File: config.mk
export PLATFORM = sky130hd
export DESIGN_NAME = writeback_unit
export DESIGN_NICKNAME = d
export VERILOG_FILES = /design/src/rtl/writeback_unit.sv
export SDC_FILE = /design/constraint.sdc
export NUM_CORES = 1
export LEC_CHECK = 0
export ABC_AREA = 1
export CAP_MARGIN = 20
export CORE_MARGIN = 3
export CORE_UTILIZATION = 35
export CTS_BUF_LIST = sky130_fd_sc_hd__clkbuf_8
export DETAILED_ROUTE_END_ITERATION = 16
export GPL_TIMING_DRIVEN = 0
export PLACE_DENSITY = 0.78
export RECOVER_POWER = 50
export SLEW_MARGIN = 0
export SYNTH_ARGS = -nofsm -noshare
export SYNTH_HDL_FRONTEND = slang
export SYNTH_SLANG_ARGS = --single-unit
export TNS_END_PERCENT = 5
File: constraint.sdc
create_clock -name clk -period 5.3 [get_ports clk]
set_clock_uncertainty 0.2 [all_clocks]
set_input_delay 0.53 -clock clk [delete_from_list [all_inputs] [get_ports clk]]
set_output_delay 0.53 -clock clk [all_outputs]
set_load 0.02 [all_outputs]
File: src/rtl/writeback_unit.sv
`default_nettype none
// ============================================================================
//  Module      : writeback_unit
//  Description : LEGv8 pipeline stage 5 (write-back).
//                Selects the ALU, load or link result, extracts and extends
//                load data, and drives the register-file write port, the EX
//                forwarding port and a retire counter. All outputs are
//                registered. A load whose memory data arrives late makes the
//                stage stall upstream (in_ready low) until mem_rvalid.
//
//  Ports       : clk, reset                  clock / async active-high reset
//                in_valid, in_ready          stage-4 handshake
//                in_rd, in_regwrite          destination and write flag
//                in_wbsel                    00 ALU, 01 MEM, 10 LINK, 11 ALU
//                in_alu, in_link             ALU result, PC+4
//                in_ldsize, in_ldsigned      load size and extension mode
//                mem_rdata, mem_rvalid       LSB-aligned load data and strobe
//                rf_we/rf_waddr/rf_wdata     register-file write port
//                fwd_valid/fwd_rd/fwd_data   forwarding copy of the write port
//                retired                     completed-instruction counter
//
//  Revision    : 1.0  initial release
// ============================================================================
module writeback_unit #(
    parameter int DATA_W     = 64,
    parameter int REG_ADDR_W = 5,
    parameter int ZERO_REG   = 31,
    parameter int CNT_W      = 32
) (
    input  logic                  clk,
    input  logic                  reset,
    input  logic                  in_valid,
    output logic                  in_ready,
    input  logic [REG_ADDR_W-1:0] in_rd,
    input  logic                  in_regwrite,
    input  logic [1:0]            in_wbsel,
    input  logic [DATA_W-1:0]     in_alu,
    input  logic [DATA_W-1:0]     in_link,
    input  logic [1:0]            in_ldsize,
    input  logic                  in_ldsigned,
    input  logic [DATA_W-1:0]     mem_rdata,
    input  logic                  mem_rvalid,
    output logic                  rf_we,
    output logic [REG_ADDR_W-1:0] rf_waddr,
    output logic [DATA_W-1:0]     rf_wdata,
    output logic                  fwd_valid,
    output logic [REG_ADDR_W-1:0] fwd_rd,
    output logic [DATA_W-1:0]     fwd_data,
    output logic [CNT_W-1:0]      retired
);

    localparam logic [REG_ADDR_W-1:0] c_zero_reg = REG_ADDR_W'(ZERO_REG);
    localparam logic [CNT_W-1:0]      c_cnt_one  = CNT_W'(1);
    localparam logic [1:0]            c_sel_mem  = 2'b01;
    localparam logic [1:0]            c_sel_link = 2'b10;

    typedef enum logic [0:0] {
        S_IDLE     = 1'b0,
        S_WAIT_MEM = 1'b1
    } state_t;

    state_t r_state;
    state_t w_next_state;

    // Metadata of a load parked in WAIT_MEM
    logic [REG_ADDR_W-1:0] r_lat_rd;
    logic                  r_lat_regwrite;
    logic [1:0]            r_lat_ldsize;
    logic                  r_lat_ldsigned;

    // Registered outputs
    logic                  r_rf_we;
    logic [REG_ADDR_W-1:0] r_rf_waddr;
    logic [DATA_W-1:0]     r_rf_wdata;
    logic [CNT_W-1:0]      r_retired;

    logic                  w_accept;
    logic                  w_commit;
    logic                  w_latch;
    logic                  w_use_latched;
    logic [REG_ADDR_W-1:0] w_rd;
    logic                  w_regwrite;
    logic [1:0]            w_ldsize;
    logic                  w_ldsigned;
    logic                  w_is_load;
    logic [DATA_W-1:0]     w_word_ext;
    logic [DATA_W-1:0]     w_dword_ext;
    logic [DATA_W-1:0]     w_load_data;
    logic [DATA_W-1:0]     w_result;

    // in_ready depends on state only, so there is no in_valid -> in_ready path
    assign in_ready = (r_state == S_IDLE);
    assign w_accept = in_valid && in_ready;

    // ------------------------------------------------------------------------
    // FSM
    // ------------------------------------------------------------------------
    always_ff @(posedge clk or posedge reset) begin
        if (reset) begin
            r_state <= S_IDLE;
        end else begin
            r_state <= w_next_state;
        end
    end

    always_comb begin
        w_next_state  = r_state;
        w_commit      = 1'b0;
        w_latch       = 1'b0;
        w_use_latched = 1'b0;
        case (r_state)
            S_IDLE: begin
                if (w_accept) begin
                    if ((in_wbsel == c_sel_mem) && !mem_rvalid) begin
                        w_latch      = 1'b1;
                        w_next_state = S_WAIT_MEM;
                    end else begin
                        w_commit = 1'b1;
                    end
                end
            end
            S_WAIT_MEM: begin
                w_use_latched = 1'b1;
                if (mem_rvalid) begin
                    w_commit     = 1'b1;
                    w_next_state = S_IDLE;
                end
            end
            default: w_next_state = S_IDLE;
        endcase
    end

    // ------------------------------------------------------------------------
    // Commit metadata: live inputs in IDLE, parked copy in WAIT_MEM
    // ------------------------------------------------------------------------
    assign w_rd       = w_use_latched ? r_lat_rd       : in_rd;
    assign w_regwrite = w_use_latched ? r_lat_regwrite : in_regwrite;
    assign w_ldsize   = w_use_latched ? r_lat_ldsize   : in_ldsize;
    assign w_ldsigned = w_use_latched ? r_lat_ldsigned : in_ldsigned;
    assign w_is_load  = w_use_latched || (in_wbsel == c_sel_mem);

    always_ff @(posedge clk or posedge reset) begin
        if (reset) begin
            r_lat_rd       <= '0;
            r_lat_regwrite <= 1'b0;
            r_lat_ldsize   <= 2'b00;
            r_lat_ldsigned <= 1'b0;
        end else if (w_latch) begin
            r_lat_rd       <= in_rd;
            r_lat_regwrite <= in_regwrite;
            r_lat_ldsize   <= in_ldsize;
            r_lat_ldsigned <= in_ldsigned;
        end
    end

    // ------------------------------------------------------------------------
    // Load extraction. On a 32-bit datapath a word already fills the whole
    // register, and the dword encoding collapses onto it.
    // ------------------------------------------------------------------------
    generate
        if (DATA_W > 32) begin : g_wide
            assign w_word_ext  = {{(DATA_W-32){w_ldsigned & mem_rdata[31]}},
                                  mem_rdata[31:0]};
            assign w_dword_ext = mem_rdata;
        end else begin : g_narrow
            assign w_word_ext  = mem_rdata;
            assign w_dword_ext = mem_rdata;
        end
    endgenerate

    always_comb begin
        w_load_data = w_dword_ext;
        case (w_ldsize)
            2'b00:   w_load_data = {{(DATA_W-8){w_ldsigned & mem_rdata[7]}},
                                    mem_rdata[7:0]};
            2'b01:   w_load_data = {{(DATA_W-16){w_ldsigned & mem_rdata[15]}},
                                    mem_rdata[15:0]};
            2'b10:   w_load_data = w_word_ext;
            default: w_load_data = w_dword_ext;
        endcase
    end

    always_comb begin
        w_result = in_alu;
        if (w_is_load) begin
            w_result = w_load_data;
        end else if (in_wbsel == c_sel_link) begin
            w_result = in_link;
        end
    end

    // ------------------------------------------------------------------------
    // Commit registers. Address/data hold between commits; write enable is a
    // single-cycle pulse. The counter counts every commit, XZR included.
    // ------------------------------------------------------------------------
    always_ff @(posedge clk or posedge reset) begin
        if (reset) begin
            r_rf_we    <= 1'b0;
            r_rf_waddr <= '0;
            r_rf_wdata <= '0;
            r_retired  <= '0;
        end else begin
            r_rf_we <= 1'b0;
            if (w_commit) begin
                r_rf_we    <= w_regwrite && (w_rd != c_zero_reg);
                r_rf_waddr <= w_rd;
                r_rf_wdata <= w_result;
                r_retired  <= r_retired + c_cnt_one;
            end
        end
    end

    assign rf_we     = r_rf_we;
    assign rf_waddr  = r_rf_waddr;
    assign rf_wdata  = r_rf_wdata;
    assign fwd_valid = r_rf_we;
    assign fwd_rd    = r_rf_waddr;
    assign fwd_data  = r_rf_wdata;
    assign retired   = r_retired;

endmodule
`default_nettype wire

==> out/results.ini <==
[route]
drt_drc_violations_left = 0
wl_per_cell_microns = 16.9
vias = 8541
drtPass1Iterations = 5
viasPerCell = 4.83
final_antenna_net_count = 0
routed_wl_mm = 29.9
drtIter0Drc = 440

[clocking]
clockRootBuffer = clkbuf_8
clkTransAtPathRegs_ps = 120
cts_buffers = 9
clockBufferDepth = 2
cts_tree = yes
htree_num_levels = 3
post_cts_buffers = 0
cts_hold_buf = 0
cts.sinks = 112
post_cts_resized = 0
clk-insertion-delay-late_ps = 390

[pwr]
p_int_uw = 1960
clkPwrFrac_pct = 16.9
ir_drop_uv = 142
power.density_nw_per_um2 = 274
swShare_pct = 39.3
p_switching_uw = 1260
power_leakage_uw = 0.00550
total_power_uw = 3220
seqPwrFrac_pct = 35.7
p_comb_share_pct = 47.4

[floorplanning]
num_io_pins = 380
start_util_pct = 36.2
fp.dieH_microns = 152
die_width_microns = 152
placementRows = 52
core-area_sq_um = 20500
design.die.area_sq_um = 23000

[yosys]
synthTopCellsByArea = dfrtp_1 (38%), nand2_1 (15%), nor2_1 (8.5%), nand3_1 (7.4%), buf_4 (7.3%)
yosysSeqAreaShare_pct = 37.8
synth_area_per_cell_sq_um = 6.72
yosys_warnings = 0
synth_cell_types = 31
yosysTopAreaCell = dfrtp_1
ys_seq_elements = 112
syn-num-nets = 1311
synth_area_sq_um = 7410
syn_inst = 1103
synth.top_cell.area_share_pct = 37.8

[global_route]
grt_pass1_wl_mm = 44.7
grt_max_degree = 69
grt_usage_pct = 25.1
antenna_found_initial = 1
grt_pass1_vias = 8387
grt_remaining_overflow = 0

[sta]
fmax_ghz = 0.339
finalHoldViolations = 0
min_period_ps = 2950
max_slew_margin_pct = -44.1
drv_slew = 45
finalSetupViolations = 0
tightest_slew_ps = 2150
rsz0062_at_grt = no
fin_crit_sh_pct = 55.6

[critical_path]
cp_slowest_stage_delay_ps = 590
cp.required_ps = 5430
crit_arrival_ps = 3080
path_buf_inv = 5
cp_max_fo = 10
cp-startpoint = in_wbsel[1]
startpoint_type = primary input
crit_chain = dlygate4sd3_1, inv_1, nand3_1, clkinv_1, nor2_1, clkbuf_1, clkbuf_1, nand3_1, nand2_1
endpoint_kind = register
r2r-start = r_state
cp_top_family = buffers and inverters
crit_slowest_cell = dlygate4sd3_1
critPathKind = in2reg

[run_status]
violations = capacitance limit, slew limit
run_status = finished with violations

[final_layout]
multi_input_area_sq_um = 3400
finalNonFillerCells = 1769
final_common_cell = clkdlybuf4s50_1
fin_nets = 1702
final_cell_mix = clkdlybuf4s50_1 (339), nand2_1 (300), nor2_1 (172), dfrtp_1 (112), nand3_1 (111)
register_area_sq_um = 2800
fill_cells = 1965
drive_above_1_share_pct = 9.01
num_antenna_cells = 0
syn_to_final_growth_pct = 58.2

[placement]
numPlacedInstances = 1753
gp_congestion = 0.900
port_buffers = 379
hpwl_mm = 23.9

[job]
drv_cap = 1

[hold_path]
hold_path.startpoint = r_lat_regwrite
min_path_type = reg2reg

-- sequential cells by signal, summed over array words and instances, names as in the netlist --
name,cells
fwd_data,64
r_lat_rd,5
fwd_rd,5
fwd_valid,1
r_lat_ldsize,2
r_state,1
retired,32
r_lat_ldsigned,1
r_lat_regwrite,1
-- layer usage --
metal	part of all wire [%]	vias up	routed length [microns]	global-route usage [%]
li1	-	4204	-	-
met1	39	3896	11600	30.4
met2	49	383	14600	43.3
met3	9.1	56	2710	6.01
met4	3.1	2	939	9.21
met5	0.037	-	11	0
-- power by group through the flow --
| stage | Clock, uW | Sequential [uW] | Combinational (uW) |
|---|---|---|---|
| finish | 543 | 1150 | 1530 |
| global route | 591 | 1170 | 1650 |
| CTS | 559 | 1150 | 1560 |
| detailed placement | 0 | 1170 | 1560 |
| global placement | 0 | 1170 | 1530 |
| floorplan | 0 | 1270 | 649 |
-- logic make-up (layout without fill, tap and decap cells) --
kind of cell,count (synthesis),count (layout),share of synthesized area (%)
AOI/OAI and AO/OA,144,144,9.91
buffers and inverters,218,614,15.9
adders and majority gates,1,1,0.169
DFF,112,112,37.8
xor gates and xnor gates,15,15,1.77
and+or+nand+nor,613,613,34.5
-- metrics by stage --
stage               setup WS, ps  hold slack [ps]  util [%]  TNS [ps]  area, sq um
floorplan                   1610              248         -         0         7410
global placement            -242              262      56.3    -25920        11500
detailed placement          2330              275      56.5         0        11600
CTS                         2840              305      57.5         0        11800
global route                2150              350      57.2         0        11700
finish                      2350              301      57.2         0        11700
-- worst register-to-register path, cell delays in order (launching register included) --
cell	delay, ps
dfrtp_1	390
buf_6	140
nand2_1	120
nand2_2	60
nor2_1	400
clkbuf_1	530
clkbuf_1	530
nand3_1	150
nand2_1	90
-- final timing paths --
check,to,slack [ps],cells past startpoint
setup / recovery,fwd_data[16],2350,9
hold / removal,r_lat_regwrite,300,2
setup reg to reg,fwd_data[16],2630,8
hold reg to reg,r_lat_regwrite,300,2
max in group asynchronous,fwd_data[26],2890,3
min in group asynchronous,retired[14],930,2
-- synthesized netlist by cell type, drive strengths merged --
cell type and count:
a21oi 65, a31oi 8, and3 2, buf 118
clkbuf 13, clkinv 1, dfrtp 112, ha 1
inv 86, nand2 304, nand3 111, nand3b 7
nand4 11, nor2 173, nor3 4, o21ai 71
or2 1, xnor2 9, xor2 6
-- cell type report --
class | count | share of cell area [%]
multi-input combinational | 773 | 29.0
clock inverter | 7 | 0.725
sequential | 112 | 23.9
clock buffer | 9 | 1.06
timing repair buffer | 380 | 32.6
inverter | 87 | 2.84
buffer | 131 | 7.03
tap | 270 | 2.88
Note: power is estimated with default switching activity, not from simulation.
